--- src/rtl/charmatrix_pkg.sv ---
// Shared types and constants for the character-matrix renderer: FSM state
// encoding, the carriage-return code and colour widths.
package charmatrix_pkg;

  localparam int COLOR_W = 24;  // GRB colour word
  localparam int CIDX_W  = 4;   // colour ROM index

  localparam logic [7:0] CR_CODE = 8'h0D;

  typedef enum logic [2:0] {
    S_IDLE,
    S_FETCH,
    S_LOAD,
    S_WAIT_READY,
    S_WAIT_STARTED
  } state_t;

endpackage

--- src/rtl/charmatrix_textbuf.sv ---
// Circular text buffer: one character and one colour index per entry, a
// wrapping write pointer reset by CR, and a combinational read port.
module charmatrix_textbuf
  import charmatrix_pkg::*;
#(
  parameter int         BUF_DEPTH = 8,
  parameter logic [7:0] FILL_CHAR = 8'h20,
  localparam int        PTR_W     = (BUF_DEPTH > 1) ? $clog2(BUF_DEPTH) : 1
) (
  input  logic              clk,
  input  logic              rst_n,
  input  logic [7:0]        in_data,
  input  logic              in_valid,
  input  logic              in_ready,
  input  logic [CIDX_W-1:0] color_in,
  input  logic [PTR_W-1:0]  rd_idx,
  output logic [7:0]        rd_char,
  output logic [CIDX_W-1:0] rd_color
);

  logic [7:0]        char_mem  [BUF_DEPTH];
  logic [CIDX_W-1:0] color_mem [BUF_DEPTH];
  logic [PTR_W-1:0]  wptr;
  logic              accept;

  assign accept = in_valid & in_ready;

  // NOTE: the storage is reset like ordinary flops because the display must
  // show FILL_CHAR after reset; that keeps it out of a RAM macro, which is
  // acceptable at this depth.
  always_ff @(posedge clk) begin
    if (!rst_n) begin
      wptr <= '0;
      for (int i = 0; i < BUF_DEPTH; i++) begin
        char_mem[i]  <= FILL_CHAR;
        color_mem[i] <= '0;
      end
    end else if (accept) begin
      if (in_data == CR_CODE) begin
        wptr <= '0;
      end else begin
        char_mem[wptr]  <= in_data;
        color_mem[wptr] <= color_in;
        wptr            <= wptr + PTR_W'(1);
      end
    end
  end

  // A same-cycle write is seen by the reader only on the following cycle.
  assign rd_char  = char_mem[rd_idx];
  assign rd_color = color_mem[rd_idx];

endmodule

--- src/rtl/charmatrix_renderer.sv ---
// Serial character-matrix renderer: buffers received text and, once per
// refresh period, streams NUM_CHARS glyphs as GRB pixels to the LED driver.
// Define CHARMATRIX_SCROLL_EN to advance the window every SCROLL_DIV frames.
module charmatrix_renderer
  import charmatrix_pkg::*;
#(
`ifdef CHARMATRIX_SCROLL_EN
  parameter int         SCROLL_DIV  = 16,
`endif
  parameter int         NUM_CHARS   = 4,
  parameter int         BUF_DEPTH   = 8,
  parameter int         CHAR_W      = 5,
  parameter int         CHAR_H      = 7,
  parameter int         REFRESH_DIV = 131072,
  parameter logic [7:0] FILL_CHAR   = 8'h20,
  localparam int        CHAR_LEDS   = CHAR_W * CHAR_H
) (
  input  logic                 clk,
  input  logic                 rst_n,
  input  logic [7:0]           in_data,
  input  logic                 in_valid,
  output logic                 in_ready,
  input  logic [CIDX_W-1:0]    color_in,
  output logic [7:0]           char_addr,
  input  logic [CHAR_LEDS-1:0] char_data,
  output logic [CIDX_W-1:0]    color_addr,
  input  logic [COLOR_W-1:0]   color_data,
  output logic [COLOR_W-1:0]   px_data,
  output logic                 px_valid,
  output logic                 px_latch,
  input  logic                 px_ready,
  output logic                 frame_busy,
  output logic                 frame_drop
);

  localparam int TOTAL = NUM_CHARS * CHAR_LEDS;
  localparam int PTR_W = (BUF_DEPTH > 1) ? $clog2(BUF_DEPTH) : 1;
  localparam int BIT_W = (CHAR_LEDS > 1) ? $clog2(CHAR_LEDS) : 1;
  localparam int CH_W  = $clog2(NUM_CHARS + 1);
  localparam int LED_W = $clog2(TOTAL + 1);
  localparam int CNT_W = (REFRESH_DIV > 1) ? $clog2(REFRESH_DIV) : 1;

  state_t            state, state_nx;
  logic [CNT_W-1:0]  refresh_cnt;
  logic              trigger;
  logic [BIT_W-1:0]  bit_idx;
  logic [CH_W-1:0]   ch_idx;
  logic [LED_W-1:0]  led_idx;
  logic              refetch;
  logic              last_bit;
  logic [PTR_W-1:0]  offset;
  logic [PTR_W-1:0]  rd_idx;
  logic [7:0]        rd_char;
  logic [CIDX_W-1:0] rd_color;

  charmatrix_textbuf #(
    .BUF_DEPTH (BUF_DEPTH),
    .FILL_CHAR (FILL_CHAR)
  ) u_textbuf (
    .clk      (clk),
    .rst_n    (rst_n),
    .in_data  (in_data),
    .in_valid (in_valid),
    .in_ready (in_ready),
    .color_in (color_in),
    .rd_idx   (rd_idx),
    .rd_char  (rd_char),
    .rd_color (rd_color)
  );

  assign trigger    = (refresh_cnt == CNT_W'(REFRESH_DIV - 1));
  assign frame_busy = (state != S_IDLE);
  assign frame_drop = trigger & frame_busy;
  assign last_bit   = (bit_idx == BIT_W'(CHAR_LEDS - 1));

  // While a pixel is being handed off the port looks one character ahead,
  // so the address is ready when the current glyph is finished.
  assign rd_idx = offset + PTR_W'(ch_idx)
                + ((state == S_WAIT_READY) ? PTR_W'(1) : PTR_W'(0));

  always_ff @(posedge clk) begin
    if (!rst_n) begin
      refresh_cnt <= '0;
    end else if (trigger) begin
      refresh_cnt <= '0;
    end else begin
      refresh_cnt <= refresh_cnt + CNT_W'(1);
    end
  end

  always_ff @(posedge clk) begin
    if (!rst_n) begin
      state <= S_IDLE;
    end else begin
      state <= state_nx;
    end
  end

  // NOTE: state_nx gets its default before the case so no path leaves it
  // unassigned, which would otherwise infer a latch.
  always_comb begin
    state_nx = state;
    case (state)
      S_IDLE:         if (trigger) state_nx = S_FETCH;
      S_FETCH:        state_nx = S_LOAD;
      S_LOAD:         state_nx = S_WAIT_READY;
      S_WAIT_READY:   if (px_ready) state_nx = S_WAIT_STARTED;
      S_WAIT_STARTED: begin
        if (!px_ready) begin
          if (px_latch)     state_nx = S_IDLE;
          else if (refetch) state_nx = S_FETCH;
          else              state_nx = S_LOAD;
        end
      end
      default:        state_nx = S_IDLE;
    endcase
  end

  // NOTE: all registered state uses non-blocking assignment so every flop
  // samples pre-edge values regardless of statement order.
  always_ff @(posedge clk) begin
    if (!rst_n) begin
      in_ready   <= 1'b0;
      char_addr  <= '0;
      color_addr <= '0;
      px_data    <= '0;
      px_valid   <= 1'b0;
      px_latch   <= 1'b0;
      bit_idx    <= '0;
      ch_idx     <= '0;
      led_idx    <= '0;
      refetch    <= 1'b0;
    end else begin
      in_ready <= 1'b1;
      case (state)
        S_IDLE: begin
          char_addr  <= rd_char;
          color_addr <= rd_color;
          bit_idx    <= '0;
          ch_idx     <= '0;
          led_idx    <= '0;
          refetch    <= 1'b0;
          px_valid   <= 1'b0;
          px_latch   <= 1'b0;
        end
        S_LOAD: begin
          px_data  <= char_data[bit_idx] ? color_data : '0;
          px_latch <= (led_idx == LED_W'(TOTAL - 1));
        end
        S_WAIT_READY: begin
          if (px_ready) begin
            px_valid <= 1'b1;
            led_idx  <= led_idx + LED_W'(1);
            if (last_bit) begin
              bit_idx    <= '0;
              ch_idx     <= ch_idx + CH_W'(1);
              char_addr  <= rd_char;
              color_addr <= rd_color;
              refetch    <= 1'b1;
            end else begin
              bit_idx <= bit_idx + BIT_W'(1);
            end
          end
        end
        S_WAIT_STARTED: begin
          if (!px_ready) begin
            px_valid <= 1'b0;
            px_latch <= 1'b0;
            refetch  <= 1'b0;
          end
        end
        default: ;
      endcase
    end
  end

`ifdef CHARMATRIX_SCROLL_EN
  localparam int FRM_W = (SCROLL_DIV > 1) ? $clog2(SCROLL_DIV) : 1;

  logic [FRM_W-1:0] frame_cnt;

  // Counted on the hand-off of the latch pixel, so the offset only moves
  // between frames and abandoned or dropped frames never count.
  always_ff @(posedge clk) begin
    if (!rst_n) begin
      offset    <= '0;
      frame_cnt <= '0;
    end else if (state == S_WAIT_STARTED && !px_ready && px_latch) begin
      if (frame_cnt == FRM_W'(SCROLL_DIV - 1)) begin
        frame_cnt <= '0;
        offset    <= offset + PTR_W'(1);
      end else begin
        frame_cnt <= frame_cnt + FRM_W'(1);
      end
    end
  end
`else
  assign offset = '0;
`endif

endmodule

--- config.mk ---
export PLATFORM = sky130hd
export DESIGN_NAME = charmatrix_renderer
export DESIGN_NICKNAME = d
export VERILOG_FILES = /design/src/rtl/charmatrix_pkg.sv /design/src/rtl/charmatrix_textbuf.sv /design/src/rtl/charmatrix_renderer.sv
export SDC_FILE = /design/constraint.sdc
export NUM_CORES = 1
export LEC_CHECK = 0
export ABC_CLOCK_PERIOD_IN_PS = 2900
export CAP_MARGIN = 15
export CORE_MARGIN = 2
export CORE_UTILIZATION = 49
export CTS_CLUSTER_DIAMETER = 150
export DETAILED_ROUTE_END_ITERATION = 16
export PLACE_DENSITY = 0.76
export SLEW_MARGIN = 20
export SYNTH_ARGS = -nofsm -noshare
export SYNTH_HDL_FRONTEND = slang
export SYNTH_SLANG_ARGS = --single-unit
--- constraint.sdc ---
create_clock -name clk -period 2.9 [get_ports clk]
set_clock_uncertainty 0.1 [all_clocks]
set_input_delay 0.58 -clock clk [delete_from_list [all_inputs] [get_ports clk]]
set_output_delay 0.58 -clock clk [all_outputs]
set_load 0.05 [all_outputs]
# Word level (Yosys, flattened, before mapping)
# Memories as Yosys holds them, arrays and structs flattened.
# Index checks and enable logic that the tools add are counted.
# op_classes
n_addsub,6
multipliers,0
div,0
n_lt_le_gt_ge,1
eq_ne,12
shifts,0
mux,44
bitwise_logic,3
reduce_logical,14
# op_table
operator,n
$mux W8,4
$pmux W8 S2,2
$mux W24,1
$mux W3,8
$add A17 B1 Y17 const B,1
$eq A17 B17 Y1 const B,1
$pmux W3 S5,1
$mux W1,14
$mux W4,3
$mux W6,2
$pmux W6 S2,1
$pmux W1 S3,3
$reduce_and A3 Y1,3
$reduce_bool A3 Y1,3
$add A8 B1 Y8 const B,1
$eq A8 B4 Y1 const B,1
$eq A8 B8 Y1 const B,1
$ne A2 B2 Y1 const B,4
$pmux W4 S2,1
$reduce_or A8 Y1,1
$lt A6 B7 Y1 const B,1
$add A3 B1 Y3 const B,2
$add A6 B1 Y6 const B,1
$bmux W1 S6,1
other kinds (15),19
# word_totals
ff_bits,80
latch_bits,0
ram_bits,96
romBits,0
input_bits,75
out_inout_bits,41
wordCells,95
memories,2
# mem_list
memory,words,width,rd,rd_ports_with_merged_regs,wr,line_no,source
u_textbuf.char_mem,8,8,1,0,8,charmatrix_textbuf.sv:21,logic [7:0] char_mem [BUF_DEPTH];
u_textbuf.color_mem,8,4,1,0,8,charmatrix_textbuf.sv:22,logic [CIDX_W-1:0] color_mem [BUF_DEPTH];

# Longest topological paths before layout
# Gate-level depths: netlist (run 1).
# depth
word_depth,7
depth_mapped,11
mapped_depth_nobuf,9

# Hierarchy
# A second synthesis (run 1) with hierarchy kept.
# hier_totals
hier_cells,670
hier_area_um2,8030.2
# by_module_without_submodules
module,n_inst,cells_each,area_per_inst_um2,seq_area_each_um2
charmatrix_textbuf,1,315,4581.9,2942.8
charmatrix_renderer,1,355,3448.3,1541.5

# Least setup slack after synthesis (run 1)
# No wires, ideal clock.
# synth_timing
path_kind,flip-flop to flip-flop
from,register state[2]
to,register char_addr[7]
setup_ns,0.116
arrival_time_ns,2.476
required_ns,2.684
path_slack_ns,0.208
stages_incl_launch_ff,11
path_buffers,3
synth_period_minus_slack_ns,2.692
path_cell_list,dfxtp_1 clkbuf_1 nor2_2 ha_1 ha_1 buf_1 clkbuf_1 mux4_2 mux2i_1 nand2_1 o211a_1
# synth_via
elab_chain_cells,7
elab_cells_between_ends,12
cone_classes,add/sub (1); eq/ne (3); mux (4); reduce/logical (3); memory (1)
# synth_lines
element,line_no,source
start: declaration,charmatrix_renderer.sv:43,"state_t state, state_nx;"
start signal: assignment,charmatrix_renderer.sv:95,state <= state_nx;
$eq A3 B2 Y1,"charmatrix_renderer.sv:79, charmatrix_renderer.sv:135",
$mux W1,charmatrix_renderer.sv:79,+ ((state == S_WAIT_READY) ? PTR_W'(1) : PTR_W'(0));
$add A3 B1 Y3,charmatrix_renderer.sv:79,
$mem_v2 Z8 W8,--,
$mux W8,charmatrix_renderer.sv:154,if (last_bit) begin
$mux W8,charmatrix_renderer.sv:151,if (px_ready) begin
$pmux W8 S2,charmatrix_renderer.sv:135,case (state)
end signal: assignment,charmatrix_renderer.sv:137,char_addr <= rd_char;
end signal: assignment,charmatrix_renderer.sv:157,char_addr <= rd_char;
end: declaration,charmatrix_renderer.sv:24,"output logic [7:0] char_addr,"
# Parallel ways exist; a longest one is shown, timed or not. The select of a mux whose other input is x is not followed.
# A chain may end at the register's enable or synchronous reset.

# Worst setup path in the final report (run 1)
# layout_timing
from,register refresh_cnt[1]
to,output frame_drop
# layout_via
elab_chain_cells,2
# layout_lines
element,line_no,source
start: declaration,charmatrix_renderer.sv:44,logic [CNT_W-1:0] refresh_cnt;
start signal: assignment,charmatrix_renderer.sv:87,refresh_cnt <= refresh_cnt + CNT_W'(1);
$eq A17 B17 Y1,charmatrix_renderer.sv:71,assign trigger = (refresh_cnt == CNT_W'(REFRESH_DIV - 1));
$and A1 B1 Y1,charmatrix_renderer.sv:73,assign frame_drop = trigger & frame_busy;
end: declaration,charmatrix_renderer.sv:33,output logic frame_drop
# No other way between the ends.

==> qor.yml, run 1 <==
status: "complete, no violations"
nets: 894
worst_pin_slew_ns: 0.709
grt_pass1_wl_mm: 29.1
wl_per_cell_um: 17.2
portBuffers: 115
clock_latency_ns: 0.44
synthesis.nets: 767
hold_path_class: "reg -> reg"
rsz0062_at_grt: "no"
setup_tns_ns: 0
p_total_mw: 6.33
syn_inst: 682
maxSlewViolCount: 0
grt_usage: 0.210
postSynthAreaPerCell_um2: 11.9
fin_cells: 1042
setup_viol: 0
grt_max_degree: 43
arrival_ns: 2.10
routed_wl_mm: 17.9
drc_errors: 0
grt-ovfl-total: 0
fmax_mhz: 360
path_class: "reg -> out"
async_flop_share: 0
start_util: 0.495
area_growth_pct: 25.8
p_leak_nw: 3.82
synth_edf_count: 96
antenna_cells: 0
synth_cell_types: 58
start_kind: "register"
clk_pin_slew_ns: 0.06
die-area_mm2: 0.0176
ys_seq_area_frac: 0.553
htreeDepth: 4
slew_headroom: 0.526
antenna_found_initial: 0
cts_tree: "built"
cp-end-kind: "output port"
viasPerCell: 5.42
fin_ws_ns: 0.123
cts-root-buf: "clkbuf_16"
ant_nets: 0
die_width_um: 133
worstPathRequired_ns: 2.22
place_ws_ns: 0.0210
min_period_ns: 2.78
p_per_area_mw_per_mm2: 620
drive_above_1_share: 0.161
core-area_mm2: 0.0164
drt-pass1-iter-count: 5
gp_congestion: 0.811
cts_buffers: 17
hold_viol_final: 0
core.rowCount: 47
ys_warn_count: 0
routed-via-count: 5652
critPathMaxFanout: 3
synthFlopType: "edfxtp_1"
dr.first_iter.drc_count: 414
syn-cell-area_mm2: 0.00812
cts.sinks: 176
placed_cells: 1008
grt_pass1_vias: 5727
hold_ws_ns: 0.339
ys_seq_elements: 176
hpwl_mm: 12.5
pin_count: 116
finalCritPeriodShare: 0.957
cap_viol_max_count: 0
die_h_um: 133
clk_path_buf_depth: 2
ir_drop_uv: 447
[power breakdown]
group / internal (mW) / switching [mW] / leakage, nW / total (mW)
Combinational: 0.492 / 0.739 / 1.93 / 1.23
Clock: 1.29 / 0.956 / 0.280 / 2.24
Sequential: 2.77 / 0.0930 / 1.61 / 2.86
Total: 4.55 / 1.79 / 3.82 / 6.33
[cell families after synthesis]
group,count (synthesis),share of synthesized area
compound gates,84,0.0808
xor+xnor,24,0.0259
fa+ha+maj,10,0.0154
buf+inv,52,0.0324
flops,176,0.553
mux,51,0.108
simple gates,285,0.185
[what timing repair did]
action                     4_1_cts  5_1_grt
gates resized for setup          1        6
buffers inserted                 1        1
setup endpoints to repair        1        2
pin swaps                        2        1
hold buffers                     0        0
hold endpoints to repair         0        0
[cell type report]
type / instances / area (um^2)
Clock buffer: 21 / 483
Clock inverter: 11 / 100
Fill cell: 1244 / 6190
Inverter: 11 / 41.3
Multi-Input combinational cell: 454 / 3380
Sequential cell: 176 / 4490
Tap cell: 220 / 275
Timing Repair Buffer: 149 / 1440
[path summary, 6_finish.rpt]
kind	depth (start not counted)	end	from	slack, ns
worst max-delay path	8	frame_drop	refresh_cnt[1]	0.12
worst min-delay path	1	refresh_cnt[0]	refresh_cnt[0]	0.34
worst max register to register	8	char_addr[2]	state[2]	0.35
worst min register to register	1	refresh_cnt[0]	refresh_cnt[0]	0.34
[registers in the layout (all words and copies together) (netlist names)]
| name | count |
|---|---|
| char_addr | 8 |
| in_ready | 1 |
| refresh_cnt | 17 |
| px_valid | 1 |
| px_data | 24 |
| u_textbuf.color_mem | 32 |
| ch_idx | 3 |
| u_textbuf.char_mem | 64 |
| led_idx | 8 |
| px_latch | 1 |
| u_textbuf.wptr | 3 |
| color_addr | 4 |
| bit_idx | 6 |
| refetch | 1 |
| state | 3 |
[synth_stat cells, drive strengths merged (5+ instances only)]
cell type / instances / area, um^2
mux2i: 21 / 210
and3: 5 / 31.3
a21oi: 10 / 65.1
nand2b: 8 / 50.1
buf: 26 / 165
xor2: 10 / 87.6
xnor2: 14 / 123
dfxtp: 80 / 1600
or3: 12 / 75.1
nand4: 8 / 56.3
edfxtp: 96 / 2880
and2: 93 / 582
o211a: 12 / 120
nor3: 5 / 30.0
o21ai: 42 / 285
nand3: 15 / 75.1
inv: 11 / 41.3
nor2: 42 / 160
nor2b: 8 / 50.1
mux4: 29 / 653
ha: 10 / 125
clkbuf: 15 / 56.3
nand2: 77 / 289
[layout by cell type (no fill, tap or decap), types with 15 or more instances in the layout]
master,instances
nand3_1,15
clkdlybuf4s50_1,113
buf_4,32
dfxtp_1,79
mux4_2,29
o21ai_2,20
and2_1,92
edfxtp_1,96
clkbuf_16,19
nand2_1,77
o21ai_0,15
nor2_1,40
mux2i_1,21
[metrics by stage]
step           utilization  cell area (um^2)
2_1_floorplan            -              8120
3_3_place_gp         0.585              9600
3_5_place_dp         0.585              9600
4_1_cts              0.621             10200
5_1_grt              0.622             10200
6_report             0.622             10200
[metal layers]
| metal | GRT usage | share of wire | wire [um] | vias up |
|---|---|---|---|---|
| met5 | 0 | 0 | 0 | - |
| met4 | 0.0824 | 0.022 | 393 | 0 |
| met3 | 0.0441 | 0.068 | 1220 | 29 |
| met2 | 0.341 | 0.48 | 8670 | 195 |
| met1 | 0.276 | 0.43 | 7650 | 2745 |
| li1 | - | - | - | 2683 |
[worst max-delay path, cell delays in order, from the launching register on]
cell	delay, ns
dfxtp_1	0.36
ha_2	0.20
and3_4	0.20
nand4_1	0.12
nor2_2	0.15
and3_1	0.16
ha_2	0.19
and2_4	0.15
buf_12	0.13
No activity file was read; power rests on OpenSTA's default activity.
==> run 2, diff against run 1 <==
--- a/config.mk
+++ b/config.mk
@@ -12,6 +12,7 @@
 export CTS_CLUSTER_DIAMETER = 150
 export DETAILED_ROUTE_END_ITERATION = 16
 export PLACE_DENSITY = 0.76
+export SKIP_LAST_GASP = 1
 export SLEW_MARGIN = 20
 export SYNTH_ARGS = -nofsm -noshare
 export SYNTH_HDL_FRONTEND = slang
==> qor.yml, run 2 (same netlist as run 1, synthesis figures left out) <==
final_cell_mix: "clkdlybuf4s50_1 (113), edfxtp_1 (96), and2_1 (93)"
cts-root-buf: "clkbuf_16"
cp_slowest_cell: "dfxtp_1"
start_kind: "register"
die_width_um: 133  # unchanged
drive_above_1_share: 0.157  # -0.00365
grt_max_degree: 43  # unchanged
routed_wl_mm: 17.9  # about the same
viasPerCell: 5.43  # about the same
register_area_mm2: 0.00449  # unchanged
reg.largest.list: "u_textbuf.char_mem (64), u_textbuf.color_mem (32), px_data (24)"
hold_viol_final: 0  # unchanged
largest_reg_flops: 64  # unchanged
cpMostUsedCell: "ha_1"
die_h_um: 133  # unchanged
grt_usage: 0.210  # unchanged
max_flop_register: "u_textbuf.char_mem"
start_util: 0.495  # unchanged
grt_pass1_wl_mm: 29.1  # unchanged
place_ws_ns: 0.0210  # unchanged
worst-path-stages: 8  # unchanged
area_growth_pct: 25.7  # about the same
fmax_mhz: 355  # -1.5%
antenna_cells: 0  # unchanged
hp-start: "refresh_cnt[0]"
multi_input_area_mm2: 0.00338  # -0.22%
clock_latency_ns: 0.44  # about the same
drt-pass1-iter-count: 5  # unchanged
utilization: 0.622  # about the same
p_leak_nw: 3.83  # +0.10%
setup_viol: 0  # unchanged
pin_count: 116  # unchanged
antenna_found_initial: 0  # unchanged
core.rowCount: 47  # unchanged
finalCritPeriodShare: 0.972  # +0.0148
crit_family: "simple AND/OR/NAND/NOR gates"
status: "complete, no violations"
fin_cells: 1042  # unchanged
crit_path_cell_trace: "ha_1, and3_4, nand4_1, nor2_2, and3_1, ha_1, and2_1, buf_12"
crit_start: "refresh_cnt[1]"
maxSlewViolCount: 0  # unchanged
nFillCells: 1244  # unchanged
r2r_cells: 8  # unchanged
clk_pin_slew_ns: 0.06  # about the same
die-area_mm2: 0.0176  # unchanged
path_class: "reg -> out"
placed_cells: 1008  # unchanged
hold_path_class: "reg -> reg"
drc_errors: 0  # unchanged
min_period_ns: 2.82  # +0.0428 ns
clk_path_buf_depth: 2  # unchanged
portBuffers: 115  # unchanged
core-area_mm2: 0.0164  # unchanged
htreeDepth: 4  # unchanged
cpPeakStageDelay_ns: 0.35  # about the same
rsz0062_at_grt: "yes"
cts.sinks: 176  # unchanged
r2r_start: "state[2]"
hpwl_mm: 12.5  # unchanged
grt-ovfl-total: 0  # unchanged
worst_pin_slew_ns: 0.714  # +0.00562 ns
nets: 894  # unchanged
ant_nets: 0  # unchanged
p_per_area_mw_per_mm2: 620  # about the same
cp_num_buf_inv: 1  # unchanged
setup_tns_ns: 0  # unchanged
cts_buffers: 17  # unchanged
fin_ws_ns: 0.0807  # -0.0428 ns
p_total_mw: 6.33  # -0.12%
cap_viol_max_count: 0  # unchanged
worstPathRequired_ns: 2.22  # about the same
routed-via-count: 5653  # +0.018%
slew_headroom: 0.522  # -0.00376
cp-end-kind: "output port"
critPathMaxFanout: 3  # unchanged
hold_depth: 1  # unchanged
dr.first_iter.drc_count: 409  # -1.2%
wl_per_cell_um: 17.2  # about the same
gp_congestion: 0.811  # unchanged
cts_tree: "built"
ir_drop_uv: 442  # -1.2%
arrival_ns: 2.14  # +0.04 ns
final_common_cell: "clkdlybuf4s50_1"
grt_pass1_vias: 5727  # unchanged
[run 2: final cells by class]
type                            instances  area share
Sequential cell                       176       0.440
Clock buffer                           21      0.0473
Tap cell                              220      0.0270
Multi-Input combinational cell        454       0.331
Clock inverter                         11     0.00981
Inverter                               11     0.00405
Timing Repair Buffer                  149       0.141
[run 2: report_power, final]
group / internal (mW) / leakage [nW] / switching [mW]
clock: 1.29 / 0.280 / 0.951
combinational: 0.492 / 1.93 / 0.737
sequential: 2.77 / 1.61 / 0.0923
[run 2: layer usage]
| layer | routed length, um | GRT usage | vias to the layer above |
|---|---|---|---|
| li1 | - | - | 2682 |
| met4 | 303 | 0.0824 | 0 |
| met3 | 1240 | 0.0441 | 22 |
| met1 | 7620 | 0.276 | 2757 |
| met2 | 8780 | 0.341 | 192 |
| met5 | 0 | 0 | - |
[run 2: stage by stage]
| step | hold slack, ns | area [um^2] |
|---|---|---|
| 3_3_place_gp | 0.334 | 9600 |
| 6_report | 0.335 | 10200 |
| 5_1_grt | 0.353 | 10200 |
| 3_5_place_dp | 0.340 | 9600 |
| 2_1_floorplan | 0.326 | 8120 |
| 4_1_cts | 0.355 | 10200 |
[run 2: worst register-to-register path: stages, from the launching register on]
cell and delay [ns]:
dfxtp_1 0.60, nor2_2 0.11, ha_1 0.22, ha_1 0.27
buf_4 0.35, mux4_2 0.38, mux2i_1 0.22, nand2_1 0.10
o211a_1 0.14
[run 2: timing repair]
item	CTS	global route
gates resized for setup	1	3
gates cloned	0	0
buffers inserted	1	1
hold buffers	0	0
setup endpoints to repair	1	2
pin swaps	2	1
[run 2: worst paths after layout]
check | end | slack (ns)
min | refresh_cnt[0] | 0.33
min reg2reg | refresh_cnt[0] | 0.33
max reg2reg | char_addr[2] | 0.30
max | frame_drop | 0.08
==> run 3, diff against run 2 <==
--- a/config.mk
+++ b/config.mk
@@ -9,9 +9,9 @@
 export CAP_MARGIN = 15
 export CORE_MARGIN = 2
 export CORE_UTILIZATION = 49
-export CTS_CLUSTER_DIAMETER = 150
 export DETAILED_ROUTE_END_ITERATION = 16
 export PLACE_DENSITY = 0.76
+export REMOVE_ABC_BUFFERS = 1
 export SKIP_LAST_GASP = 1
 export SLEW_MARGIN = 20
 export SYNTH_ARGS = -nofsm -noshare
==> qor.yml, run 3 (same netlist as run 1, synthesis figures left out) <==
ir_drop_uv: 442  # about the same
die_width_um: 133  # unchanged
fmax_mhz: 360  # +1.5%
drive_above_1_share: 0.161  # +0.00447
final_cell_mix: "clkdlybuf4s50_1 (114), edfxtp_1 (96), and2_1 (92)"
cap_viol_max_count: 0  # unchanged
gp_congestion: 0.793  # -2.2%
antenna_cells: 0  # unchanged
portBuffers: 115  # unchanged
htreeDepth: 4  # unchanged
cts_buffers: 17  # unchanged
swShare: 0.293  # +0.0119
drt-pass1-iter-count: 4  # -1
p_leak_nw: 3.83  # +0.20%
grt_pass1_vias: 5706  # -0.37%
cp-end-kind: "output port"
core.rowCount: 47  # unchanged
grt_pass1_wl_mm: 28.5  # -2.0%
start_kind: "register"
setup_viol: 0  # unchanged
cts_tree: "built"
status: "complete, no violations"
slew_headroom: 0.559  # +0.0367
grt_usage: 0.206  # -0.00317
hpwl_mm: 12.4  # -0.33%
die_h_um: 133  # unchanged
drc_errors: 0  # unchanged
hold_viol_final: 0  # unchanged
rsz0062_at_grt: "no"
r2r_cells: 9  # +1
r2r_slack_ns: 0.42  # +0.12 ns
placed_cells: 1010  # +0.20%
postLayoutCellArea_mm2: 0.0102  # +0.40%
area_growth_pct: 26.3
max_flop_register: "u_textbuf.char_mem"
clkPwrFrac: 0.353  # about the same
start_util: 0.495  # unchanged
hold_end: "refresh_cnt[0]"
placed_cell_area_mm2: 0.00965  # +0.55%
hold_ws_ns: 0.332  # -0.00256 ns
die-area_mm2: 0.0176  # unchanged
clk_path_buf_depth: 2  # unchanged
pin_count: 116  # unchanged
grt_max_degree: 43  # unchanged
routed_wl_mm: 17.4  # -2.8%
hold_path_class: "reg -> reg"
r2r-end: "char_addr[2]"
min_period_ns: 2.78  # -0.0410 ns
worstPathRequired_ns: 2.22  # about the same
routed-via-count: 5603  # -0.88%
p_comb_frac: 0.195  # about the same
cts.sinks: 176  # unchanged
grt-ovfl-total: 0  # unchanged
critPathMaxFanout: 3  # unchanged
dr.first_iter.drc_count: 211  # -48%
viasPerCell: 5.37  # -1.1%
ant_nets: 0  # unchanged
worst_pin_slew_ns: 0.660  # -0.0549 ns
cts-hold-fix-buffers: 0  # unchanged
setup_tns_ns: 0  # unchanged
arrival_ns: 2.10  # -0.04 ns
finalCritPeriodShare: 0.958  # -0.0141
hp-start: "refresh_cnt[0]"
internal_power_mw: 4.49  # -1.2%
hold_depth: 1  # unchanged
maxSlewViolCount: 0  # unchanged
switchingPower_mw: 1.86  # +4.7%
p_total_mw: 6.36  # +0.45%
path_class: "reg -> out"
cts-root-buf: "clkbuf_16"
nets: 896  # +0.22%
core-area_mm2: 0.0164  # unchanged
fin_cells: 1044  # +0.19%
antenna_found_initial: 0  # unchanged
wl_per_cell_um: 16.7  # -3.0%
final_common_cell: "clkdlybuf4s50_1"
r2r_start: "state[1]"
largest_reg_flops: 64  # unchanged
p_per_area_mw_per_mm2: 620  # about the same
clk_pin_slew_ns: 0.07  # about the same
seq_power_share: 0.453  # about the same
reg.largest.list: "u_textbuf.char_mem (64), u_textbuf.color_mem (32), px_data (24)"
clock_latency_ns: 0.43  # about the same
## run 3: how the worst max path moves through the flow
stage / from / end / slack, ns / cells past startpoint
floorplan: state[1] / char_addr[0] / -0.07 / 7
global placement: in_data[1] / u_textbuf.color_mem[4][3] / 0.24 / 6
detailed placement: in_data[1] / u_textbuf.char_mem[1][6] / 0.11 / 7
CTS: refresh_cnt[0] / frame_drop / 0.02 / 8
global route: refresh_cnt[1] / frame_drop / 0.01 / 8
finish: refresh_cnt[1] / frame_drop / 0.12 / 8
## run 3: per-stage QoR
step	setup slack (ns)	util
finish	0.122	0.624
global route	0.0146	0.624
CTS	0.0181	0.624
detailed placement	0.114	0.588
global placement	0.242	0.588
floorplan	-0.0740	-
## run 3: critical path: stages (launching register included)
cell	delay (ns)
dfxtp_1	0.35
ha_1	0.19
and3_4	0.21
nand4_1	0.13
nor2_2	0.13
and3_1	0.17
ha_1	0.19
and2_4	0.16
buf_12	0.13
## run 3: area by class of cell
cell class	instances	area [um^2]
multi-input combinational	454	3380
fill	1195	6160
timing repair buffer	151	1490
clock buffer	17	425
inverter	11	41.3
clock inverter	15	146
sequential	176	4490
tap	220	275
## run 3: power by group through the flow
stage / clock network, mW / registers, mW / logic (mW)
after floorplan: 0 / 3.18 / 0.471
final: 2.24 / 2.88 / 1.24
after detailed placement: 0 / 2.93 / 1.24
after global routing: 2.38 / 2.89 / 1.32
after global placement: 0 / 2.92 / 1.22
after CTS: 2.27 / 2.88 / 1.25
## run 3: what timing repair did
action                     in CTS  in global routing
setup endpoints to repair       1                  1
buffers inserted                2                  0
pin swaps                       2                  0
gates cloned                    0                  0
gates resized for setup         1                  3
## run 3: layer usage
layer | part of all wire | global-route usage | vias up
met4 | 0.011 | 0.0585 | 0
met3 | 0.056 | 0.0552 | 20
met1 | 0.42 | 0.246 | 2708
met5 | 0 | 0 | -
li1 | - | - | 2687
met2 | 0.52 | 0.368 | 188
